**src/rtl/loader_pkg.sv**
```systemverilog
// rtl/loader_pkg.sv - state encoding and constants shared by the instruction loader
package loader_pkg;

  typedef enum logic [2:0] {
    S_IDLE   = 3'd0,
    S_CNT_LO = 3'd1,
    S_CNT_HI = 3'd2,
    S_DATA   = 3'd3,
    S_WRITE  = 3'd4,
    S_CHECK  = 3'd5,
    S_DONE   = 3'd6,
    S_ERR    = 3'd7
  } loader_state_e;

  localparam int unsigned HDR_BYTES         = 2;
  localparam int unsigned WORD_BYTES        = 4;
  localparam logic [31:0] DEFAULT_BASE_ADDR = 32'h0040_0000;

endpackage

```
**src/rtl/byte_packer.sv**
```systemverilog
// rtl/byte_packer.sv - assembles serial bytes into little-endian 32-bit words
module byte_packer
  import loader_pkg::*;
(
  input  logic        clock,
  input  logic        reset,
  input  logic        load_clear,
  input  logic        byte_en,
  input  logic [7:0]  byte_in,
  output logic [31:0] word,
  output logic        word_full
);

  localparam int CW = $clog2(WORD_BYTES);

  logic [CW-1:0] cnt_q;
  logic [31:0]   word_q;

  // Shifting in from the top leaves the first byte of a word in bits [7:0].
  always_ff @(posedge clock or posedge reset) begin
    if (reset) begin
      cnt_q  <= '0;
      word_q <= '0;
    end else if (load_clear) begin
      cnt_q  <= '0;
      word_q <= '0;
    end else if (byte_en) begin
      cnt_q  <= cnt_q + CW'(1);
      word_q <= {byte_in, word_q[31:8]};
    end
  end

  assign word      = word_q;
  assign word_full = byte_en && (cnt_q == CW'(WORD_BYTES - 1));

endmodule

```
**src/rtl/inst_loader.sv**
```systemverilog
// rtl/inst_loader.sv - serial instruction loader; INST_LOADER_CHECKSUM_EN adds a trailing XOR check byte
module inst_loader
  import loader_pkg::*;
#(
  parameter logic [31:0] BASE_ADDR = DEFAULT_BASE_ADDR,
  parameter int unsigned DEPTH     = 256
) (
  input  logic        clock,
  input  logic        reset,
  input  logic        start,
  input  logic [7:0]  byte_in,
  input  logic        byte_valid,
  output logic        byte_ready,
  output logic        mem_wr_en,
  output logic [31:0] mem_addr,
  output logic [31:0] mem_wr_data,
  output logic        cpu_reset,
  output logic        done,
  output logic        error
);

  localparam logic [16:0] DEPTH_W = 17'(DEPTH);

`ifdef INST_LOADER_CHECKSUM_EN
  localparam loader_state_e S_FINISH = S_CHECK;
  logic [7:0] xor_q, xor_d;
`else
  localparam loader_state_e S_FINISH = S_DONE;
`endif

  loader_state_e state_q, state_d;
  logic [15:0]   count_q, count_d;
  logic [15:0]   index_q, index_d;
  logic [15:0]   hdr_count;
  logic          accept;
  logic          pk_clear;
  logic          pk_en;
  logic          word_full;
  logic [31:0]   word;

  assign accept = byte_valid && byte_ready;
  assign pk_en  = accept && (state_q == S_DATA);

  byte_packer u_packer (
    .clock      (clock),
    .reset      (reset),
    .load_clear (pk_clear),
    .byte_en    (pk_en),
    .byte_in    (byte_in),
    .word       (word),
    .word_full  (word_full)
  );

  always_ff @(posedge clock or posedge reset) begin
    if (reset) begin
      state_q <= S_IDLE;
      count_q <= '0;
      index_q <= '0;
`ifdef INST_LOADER_CHECKSUM_EN
      xor_q   <= '0;
`endif
    end else begin
      state_q <= state_d;
      count_q <= count_d;
      index_q <= index_d;
`ifdef INST_LOADER_CHECKSUM_EN
      xor_q   <= xor_d;
`endif
    end
  end

  always_comb begin
    state_d   = state_q;
    count_d   = count_q;
    index_d   = index_q;
    pk_clear  = 1'b0;
    hdr_count = {byte_in, count_q[7:0]};
`ifdef INST_LOADER_CHECKSUM_EN
    xor_d     = accept ? (xor_q ^ byte_in) : xor_q;
`endif
    case (state_q)
      S_IDLE, S_DONE, S_ERR: begin
        if (start) begin
          state_d  = S_CNT_LO;
          count_d  = '0;
          index_d  = '0;
          pk_clear = 1'b1;
`ifdef INST_LOADER_CHECKSUM_EN
          xor_d    = '0;
`endif
        end
      end
      S_CNT_LO: begin
        if (accept) begin
          count_d = {8'h00, byte_in};
          state_d = S_CNT_HI;
        end
      end
      S_CNT_HI: begin
        if (accept) begin
          count_d = hdr_count;
          if ({1'b0, hdr_count} > DEPTH_W)
            state_d = S_ERR;
          else if (hdr_count == 16'd0)
            state_d = S_FINISH;
          else
            state_d = S_DATA;
        end
      end
      S_DATA: begin
        if (word_full)
          state_d = S_WRITE;
      end
      S_WRITE: begin
        index_d = index_q + 16'd1;
        state_d = (index_d == count_q) ? S_FINISH : S_DATA;
      end
`ifdef INST_LOADER_CHECKSUM_EN
      S_CHECK: begin
        // Compare against the XOR of everything before this byte.
        if (accept)
          state_d = (byte_in == xor_q) ? S_DONE : S_ERR;
      end
`endif
      default: state_d = S_IDLE;
    endcase
  end

  assign byte_ready  = (state_q == S_CNT_LO) || (state_q == S_CNT_HI) ||
                       (state_q == S_DATA)   || (state_q == S_CHECK);
  assign mem_wr_en   = (state_q == S_WRITE);
  assign mem_addr    = BASE_ADDR + {14'd0, index_q, 2'b00};
  assign mem_wr_data = word;
  assign cpu_reset   = (state_q != S_DONE);
  assign done        = (state_q == S_DONE);
  assign error       = (state_q == S_ERR);

endmodule

```
**config.mk**
```make
export PLATFORM = sky130hd
export DESIGN_NAME = inst_loader
export DESIGN_NICKNAME = d
export VERILOG_FILES = /design/src/rtl/loader_pkg.sv /design/src/rtl/byte_packer.sv /design/src/rtl/inst_loader.sv
export SDC_FILE = /design/constraint.sdc
export NUM_CORES = 1
export LEC_CHECK = 0
export ABC_AREA = 1
export BUFFER_PORTS_ARGS = -buffer_cell sky130_fd_sc_hd__buf_2
export CAP_MARGIN = 10
export CORE_MARGIN = 2
export CORE_UTILIZATION = 55
export CTS_CLUSTER_DIAMETER = 120
export DETAILED_ROUTE_END_ITERATION = 7
export HOLD_SLACK_MARGIN = 0.05
export PLACE_DENSITY = 0.77
export SLEW_MARGIN = 20
export SYNTH_ARGS = -nofsm -noshare
export SYNTH_HDL_FRONTEND = slang
export SYNTH_HIERARCHICAL = 1
export SYNTH_SLANG_ARGS = --single-unit
```
**constraint.sdc**
```tcl
create_clock -name clock -period 3.2 [get_ports clock]
set_input_delay 0.32 -clock clock [delete_from_list [all_inputs] [get_ports clock]]
set_output_delay 0.32 -clock clock [all_outputs]
set_load 0.02 [all_outputs]
```
==> results of run 1 <==
worst max-delay path, stage by stage (launching register included):
cell and delay, ns:
dfrtp_1 0.46, nor2_4 0.18, inv_1 0.10, nor2_1 0.24
inv_1 0.13, nor2_4 0.10, nand2_1 0.05, inv_1 0.05
nor2_1 0.04, nor3_1 0.44, o31ai_1 0.16, o21ai_0 0.11
sequential cells by signal, summed over array words and instances, names as in the netlist:
register,flops
state_q,3
count_q,16
index_q,16
u_packer/cnt_q,2
u_packer/word,32
placed cells by master (no fill, tap or decap), types with 2 or more instances in the layout:
| master | count |
|---|---|
| o21ai_0 | 26 |
| nand2_1 | 162 |
| buf_4 | 4 |
| inv_1 | 54 |
| nor3_1 | 4 |
| ha_1 | 2 |
| bufinv_16 | 2 |
| o22ai_1 | 8 |
| nor2_4 | 7 |
| nand2_2 | 7 |
| inv_6 | 3 |
| buf_2 | 64 |
| nand4_1 | 11 |
| nand3_2 | 12 |
| nor2_1 | 24 |
| dfrtp_1 | 69 |
| nand3_1 | 82 |
| nor2_2 | 4 |
| conb_1 | 16 |
| clkbuf_8 | 9 |
cell type report:
cell class                      count  area (um2)
Fill cell                         632        2650
Multi-Input combinational cell    376        1880
Sequential cell                    69        1730
Timing Repair Buffer               68         350
Inverter                           56         213
Clock buffer                        9         124
Tap cell                           99         124
Clock inverter                      7         105
cell families after synthesis:
logic type | share of synthesized area
flip-flops | 0.428
other | 0.00186
adder cells (fa/ha/maj) | 0.00620
XOR/XNOR | 0.00776
buffers and inverters | 0.121
AO/OA/AOI/OAI | 0.0552
AND/OR/NAND/NOR | 0.380
report_power, final:
| part | switching, W | internal (W) | total, W |
|---|---|---|---|
| registers | 0.000169 | 0.00107 | 0.00124 |
| clock network | 0.000377 | 0.000452 | 0.000829 |
| logic | 0.00108 | 0.000437 | 0.00152 |
worst max path at each step:
| stage | start | to | cells after the start |
|---|---|---|---|
| 6_report | state_q[2] | state_q[1] | 11 |
| 5_1_grt | state_q[1] | state_q[1] | 12 |
| 4_1_cts | state_q[2] | state_q[1] | 11 |
| 3_5_place_dp | state_q[1] | state_q[0] | 13 |
| 3_3_place_gp | state_q[2] | state_q[1] | 11 |
| 2_1_floorplan | state_q[1] | state_q[2] | 15 |
metal layers:
| layer | part of all wire | wire, um | global-route usage | vias to the layer above |
|---|---|---|---|---|
| li1 | - | - | - | 1774 |
| met1 | 0.44 | 4220 | 0.349 | 1678 |
| met2 | 0.48 | 4680 | 0.389 | 142 |
| met3 | 0.070 | 674 | 0.0484 | 12 |
| met4 | 0.013 | 125 | 0.0909 | 0 |
| met5 | 0 | 0 | 0 | - |
through the flow:
stage	power, W	worst slack (ns)	utilization
after detailed placement	0.00277	1.05	0.598
after floorplan	0.00249	1.04	-
after global placement	0.00272	1.13	0.598
after global routing	0.00385	0.731	0.630
after CTS	0.00359	1.05	0.630
final	0.00359	1.05	0.630
==> results.cfg, run 1 <==
[floorplan]
start_util = 0.562
core_um2 = 7180
io_pins = 81
fp.dieH_um = 89.6
die_area_um2 = 8030
rows = 31
die_w_um = 89.6

[worst_setup_path]
r2r_cells = 11
endpoint_kind = flip-flop
r2r_start = state_q[2]
cp_max_fo = 5
cp.arrival_ns = 2.42
start_kind = flip-flop
criticalPathCategory = flip-flop to flip-flop
reg2reg_to = state_q[1]
rrSetupSlack_ns = 1.05
cp.required_ns = 3.47

[pwr]
p_per_area_nw_per_um2 = 793
vdd_drop_max_uv = 458
leakage_nw = 2.42

[logic_synthesis]
yosys.area.top_type_share = 0.428
yosysMostFrequentCell = nand2_1
synthTopCellsByCount = 162 x nand2_1, 82 x nand3_1, 69 x dfrtp_1
yosysWarningCount = 6
syn_inst = 519
synthArstFlopShare = 1.00
synth_area_leaders = dfrtp_1 43%, nand2_1 15%, nand3_1 10%
synth_cell_types = 31
syn-mean-instance-area_um2 = 7.77
synth-seq-cells = 69
synth_top_flop_cell = dfrtp_1
synth_seq_area_share = 0.428
synth_edf_count = 0
netlist_area_um2 = 4030
yosysTopAreaCell = dfrtp_1

[placement]
io_buffers = 64
hpwl_um = 7050
placed_cell_area_um2 = 4290
place.gp.congestion = 0.914
dp.cells = 668

[drt]
firstDrtPassIters = 5
drt_iter0_markers = 219
wire_per_inst_um = 14.2
remaining_drc_errors = 0
vias_per_cell = 5.27
ant_nets = 0
vias = 3606
drt_wl_total_um = 9700

[clocking]
numCtsBuffers = 9
ctsResizeCount = 0
postCtsSetupRepairBufs = 0
cts-root-buf = clkbuf_8
clkLatencyLatePin_ns = 0.35
cts_tree = yes
htreeDepth = 3
clkTransAtPathRegs_ns = 0.08
numClockSinks = 69
cts_buffer_depth = 2
cts_hold_buf = 0

[timing]
tns_ns = 0
skew_ns = 0.00715
whs_ns = 0.0598
min_period_over_period = 0.671
setup-violations-final = 0
maxSlewHeadroom = 0.489
hold_viol = 0
rsz0062_at_grt = no
fin_crit_ns = 2.15
fmax_ghz = 0.466
slew_viol_final = 0
worst_slew_pin_slew_ns = 0.761

[flow_run]
max_cap_viol_count = 0

[grt]
grt-ovfl-total = 0
antenna_found_initial = 0
first_global_vias = 3289
grt_pass1_wl_um = 15500
grt_max_degree = 36
track_usage = 0.250

[final_layout]
final_cell_count_no_fill = 684
finalInstanceArea_um2 = 4520
drive_above_1_share = 0.209
antennaDiodeCount = 0
area_growth_pct = 12.1
layout.nets = 594

[status]
status = finished clean

[min_path]
hold_class = primary input to asynchronous set/reset pin
No activity file was read; power rests on OpenSTA's default activity.
==> run 2, diff against run 1 <==
Settings changed: CORE_UTILIZATION 55 to 50, PLACE_DENSITY 0.77 to 0.73.
Clock period 3.2 ns to 1.85 ns, I/O delays scaled along.
==> run 2 against run 1 <==
Against the previous run:
- first-iteration DRC count increased by 14%
- clock power up 74%
- clock skew is 0.0026 ns higher
- hold slack gained 0.062 ns
- core utilization grew 1.2 points
- combinational power increased by 120%
- count of clock-buffer cells in the layout unchanged
- sequential cell count is the same
- routed wire length rose by 4.9%
- non-clock buffer count rose by 35
- critical endpoint is now mem_wr_en
- largest power group unchanged
==> results.cfg, run 2 (synthesis results as in run 1) <==
[drt]
vias = 3748
drt_wl_total_um = 10200
drt_iter0_markers = 250
firstDrtPassIters = 4
vias_per_cell = 5.19
ant_nets = 0
wire_per_inst_um = 14.1
remaining_drc_errors = 0

[clocking]
clkTransAtPathRegs_ns = 0.09
numClockSinks = 69
cts_buffer_depth = 2
htreeDepth = 3
numCtsBuffers = 9
cts-root-buf = clkbuf_8
clkLatencyLatePin_ns = 0.35
cts_tree = yes

[timing]
fin_crit_ns = 1.83
min_period_over_period = 0.989
worst_slew_pin_slew_ns = 0.545
rsz0062_at_grt = yes
slew_viol_final = 0
skew_ns = 0.00975
fmax_ghz = 0.547
setup-violations-final = 0
hold_viol = 0
maxSlewHeadroom = 0.634

[worst_setup_path]
cp-startpoint = state_q[2]
start_kind = flip-flop
cp.arrival_ns = 1.64
endpoint_kind = primary output
criticalPathCategory = flip-flop to primary output
cp.required_ns = 1.66
critPathMostFrequentCell = inv_1
rrSetupSlack_ns = 0.04
slowest_delay_ns = 0.43
cp_slowest_cell = dfrtp_2
cp_max_fo = 11
r2r_cells = 12
r2r_start = index_q[0]
crit_chain = inv_1 -> nor2_4 -> inv_1 -> nor2_1 -> buf_6 -> buf_2
reg2reg_to = state_q[0]

[grt]
grt-ovfl-total = 0
gr-usage-met3 = 0.0514
first_global_vias = 3364
grt_pass1_wl_um = 16500
use_met2 = 0.345
grt_max_degree = 36
track_usage = 0.238
grt.busiest_layer = met1
grtUsageMet1 = 0.357
antenna_found_initial = 0

[status]
status = finished clean

[floorplan]
core_um2 = 7770
fp.dieH_um = 93.8
die_area_um2 = 8800
start_util = 0.519
rows = 32
io_pins = 81
die_w_um = 93.8

[final_layout]
mostFrequentLayoutCells = 157 x nand2_1, 77 x nand3_1, 64 x buf_2, 63 x dfrtp_1, 51 x inv_1
layout.nets = 629
area_growth_pct = 23.7
antennaDiodeCount = 0
largest_reg_flops = 32
fillerInstances = 695
final_cell_count_no_fill = 722
final_common_cell = nand2_1
drive_above_1_share = 0.295

[min_path]
hold_start = byte_in[2]
holdPathEnd = u_packer/word[26]
hold_class = primary input to flip-flop
hold_depth = 3

[placement]
dp.cells = 689
io_buffers = 64
place.gp.congestion = 0.930
hpwl_um = 7270

[pwr]
leakage_nw = 2.64
vdd_drop_max_uv = 980
p_per_area_nw_per_um2 = 1380
finalPower_w = 0.00690

[flow_run]
max_cap_viol_count = 0
==> run 2: changes by cell type in the layout (fill, tap and decap cells not counted), sizes merged <==
cell,delta
buf,+34
clkinv,+1
clkinvlp,-1
dlygate4sd3,+1
==> run 2: where the power goes <==
group	internal [W]	switching [W]
combinational	0.00127	0.00205
clock	0.000781	0.000657
sequential	0.00186	0.000293
==> run 2: through the flow <==
stage	TNS (ns)	area [um2]	hold slack [ns]	util	setup slack (ns)
6_report	0	4990	0.122	0.642	0.0208
5_1_grt	-0.251	4990	0.114	0.642	-0.139
4_1_cts	-0.00536	4790	0.110	0.617	-0.00536
3_5_place_dp	-0.158	4500	0.315	0.579	-0.114
3_3_place_gp	-0.0776	4500	0.304	0.579	-0.0776
2_1_floorplan	0	4110	0.314	-	0.0119
==> run 2: per-layer routing <==
layer	wire length, um	up-vias
met5	0	-
met4	133	0
met1	4650	1769
met3	653	12
met2	4740	115
li1	-	1852
==> run 2: worst max path at each step <==
stage,end,slack [ns],depth (start not counted)
6_report,mem_wr_en,0.02,6
5_1_grt,state_q[0],-0.14,12
4_1_cts,state_q[0],-0.005,14
3_5_place_dp,state_q[0],-0.11,12
3_3_place_gp,state_q[0],-0.08,12
2_1_floorplan,state_q[2],0.01,15
==> run 2: worst max-delay path: cells and delay by family (launching register included) <==
| kind | cells | cell delay [ns] |
|---|---|---|
| buf+inv | 4 | 0.54 |
| flops | 1 | 0.43 |
| simple gates | 2 | 0.32 |
==> run 2: cell type report <==
type | count | area (um2) | area share
inverters | 56 | 213 | 0.0426
clock buffers | 9 | 124 | 0.0248
repair buffers | 103 | 702 | 0.141
flip-flops and latches | 69 | 1730 | 0.348
multi-input cells | 376 | 1980 | 0.398
clock inverters | 7 | 104 | 0.0208
well taps | 102 | 128 | 0.0256
==> run 2: repair_timing <==
action / CTS / global route
hold buffers: 1 / 0
endpoints found under the setup margin: 3 / 24
pin swaps: 3 / 23
hold endpoints to repair: 69 / 0
buffers inserted: 3 / 13
resized for setup: 6 / 24
==> run 3, diff against run 2 <==
Settings changed: PLACE_DENSITY 0.73 to 0.76.
==> run 3 against run 2 <==
Against the previous run:
- the flow now finishes with violations (setup timing)
- core utilization grew 1.2 points
- power grew 1.4%
- sequential power is essentially flat
- global-route usage grew 0.71 points
- fmax shrank 7.0%
- first-iteration DRC count grew 20%
- routed wire length grew 5.2%
- register-to-register slack lost 0.16 ns
- via count grew 3.8%
- combinational power grew 3%
- critical endpoint is now state_q[0]
- largest cell class unchanged
==> results.cfg, run 3 (synthesis results as in run 1) <==
[status]
status = finished, violations left
violations = setup timing

[final_layout]
antennaDiodeCount = 0
mostFrequentLayoutCells = 154 x nand2_1, 76 x nand3_1, 64 x buf_2, 62 x dfrtp_1, 50 x inv_1
drive_above_1_share = 0.307
final_common_cell = nand2_1
area_growth_pct = 26.0
largest_reg_flops = 32
layout.nets = 631

[worst_setup_path]
cp.arrival_ns = 2.21
cp-startpoint = index_q[0]
criticalPathCategory = flip-flop to flip-flop
endpoint_kind = flip-flop
start_kind = flip-flop
cp_max_fo = 7
r2r_start = index_q[0]
cp.required_ns = 2.09

[pwr]
finalPower_w = 0.00700
p_per_area_nw_per_um2 = 1380
leakage_nw = 2.66
vdd_drop_max_uv = 908

[clocking]
clkTransAtPathRegs_ns = 0.08
htreeDepth = 3
clkLatencyLatePin_ns = 0.35
numClockSinks = 69
numCtsBuffers = 9
cts_tree = yes
cts-root-buf = clkbuf_8
cts_buffer_depth = 2

[drt]
vias_per_cell = 5.37
firstDrtPassIters = 5
drt_iter0_markers = 301
remaining_drc_errors = 0
drt_wl_total_um = 10700
wire_per_inst_um = 14.8
ant_nets = 0
vias = 3889

[timing]
fin_ws_ns = -0.117
rsz0062_at_grt = yes
slew_viol_final = 0
fmax_ghz = 0.508
setup-violations-final = 1
whs_ns = 0.133
tns_ns = -0.117
skew_ns = 0.00912
hold_viol = 0
fin_crit_ns = 1.97
min_period_over_period = 1.06

[grt]
antenna_found_initial = 0
grt-ovfl-total = 0
first_global_vias = 3589
grt_pass1_wl_um = 17000
grt_max_degree = 36
track_usage = 0.245

[floorplan]
start_util = 0.519
fp.dieH_um = 93.8
rows = 32
die_area_um2 = 8800
core_um2 = 7770
io_pins = 81
die_w_um = 93.8

[placement]
hpwl_um = 7260
pre_cts_ws_ns = -0.0838
place.gp.congestion = 0.947
io_buffers = 64

[min_path]
hold_start = byte_in[7]
hold_class = primary input to flip-flop

[flow_run]
max_cap_viol_count = 0
## run 3: area by class of cell
type	instances	area (um2)
clock buffer	9	124
clock inverter	7	104
fill	642	2690
inverter	56	213
multi-input combinational	376	2000
sequential	69	1740
tap	102	128
timing repair buffer	105	772
## run 3: repair_timing
action,4_1_cts,5_1_grt
gates resized for setup,11,27
hold buffers,1,0
cloned,0,1
setup buffers,5,15
setup endpoints to repair,8,48
endpoints found under the hold margin,69,0
pin swaps,6,29
## run 3: worst max-delay path: stages (launching register included)
cell and delay (ns):
dfrtp_2 0.43, ha_4 0.19, nand2_4 0.07, nor2_4 0.21, nand4_1 0.16, nand2_1 0.11, nand2_1 0.06, nand2_2 0.07
nand2_1 0.05, nor2_1 0.13, nand3_1 0.11, nand2_1 0.07, nand2_1 0.06, nand2_1 0.08, nand2_1 0.05
## run 3: path summary, 6_finish.rpt
kind | endpoint | slack, ns | cells after the start
worst max-delay path | state_q[0] | -0.12 | 14
worst min register to register | u_packer/word[7] | 0.47 | 2
min in group asynchronous | u_packer/word[12] | 0.47 | 4
max in group asynchronous | index_q[4] | 1.00 | 4
worst max register to register | state_q[0] | -0.12 | 14
worst min-delay path | u_packer/word[31] | 0.13 | 3
## run 3: layer usage
layer	global-route usage	wire (um)	vias up
li1	-	-	1839
met1	0.334	4530	1855
met2	0.386	5150	166
met3	0.0658	784	29
met4	0.0713	238	0
met5	0	0	-
## run 3: through the flow
stage,utilization,instances,cell area [um2]
6_report,0.654,724,5080
5_1_grt,0.654,724,5080
4_1_cts,0.620,708,4820
3_5_place_dp,0.576,686,4470
3_3_place_gp,0.576,686,4470
2_1_floorplan,-,533,4110
## run 3: where the power goes
group | internal (W) | switching, W
sequential | 0.00186 | 0.000306
combinational | 0.00131 | 0.00211
clock | 0.000778 | 0.000642
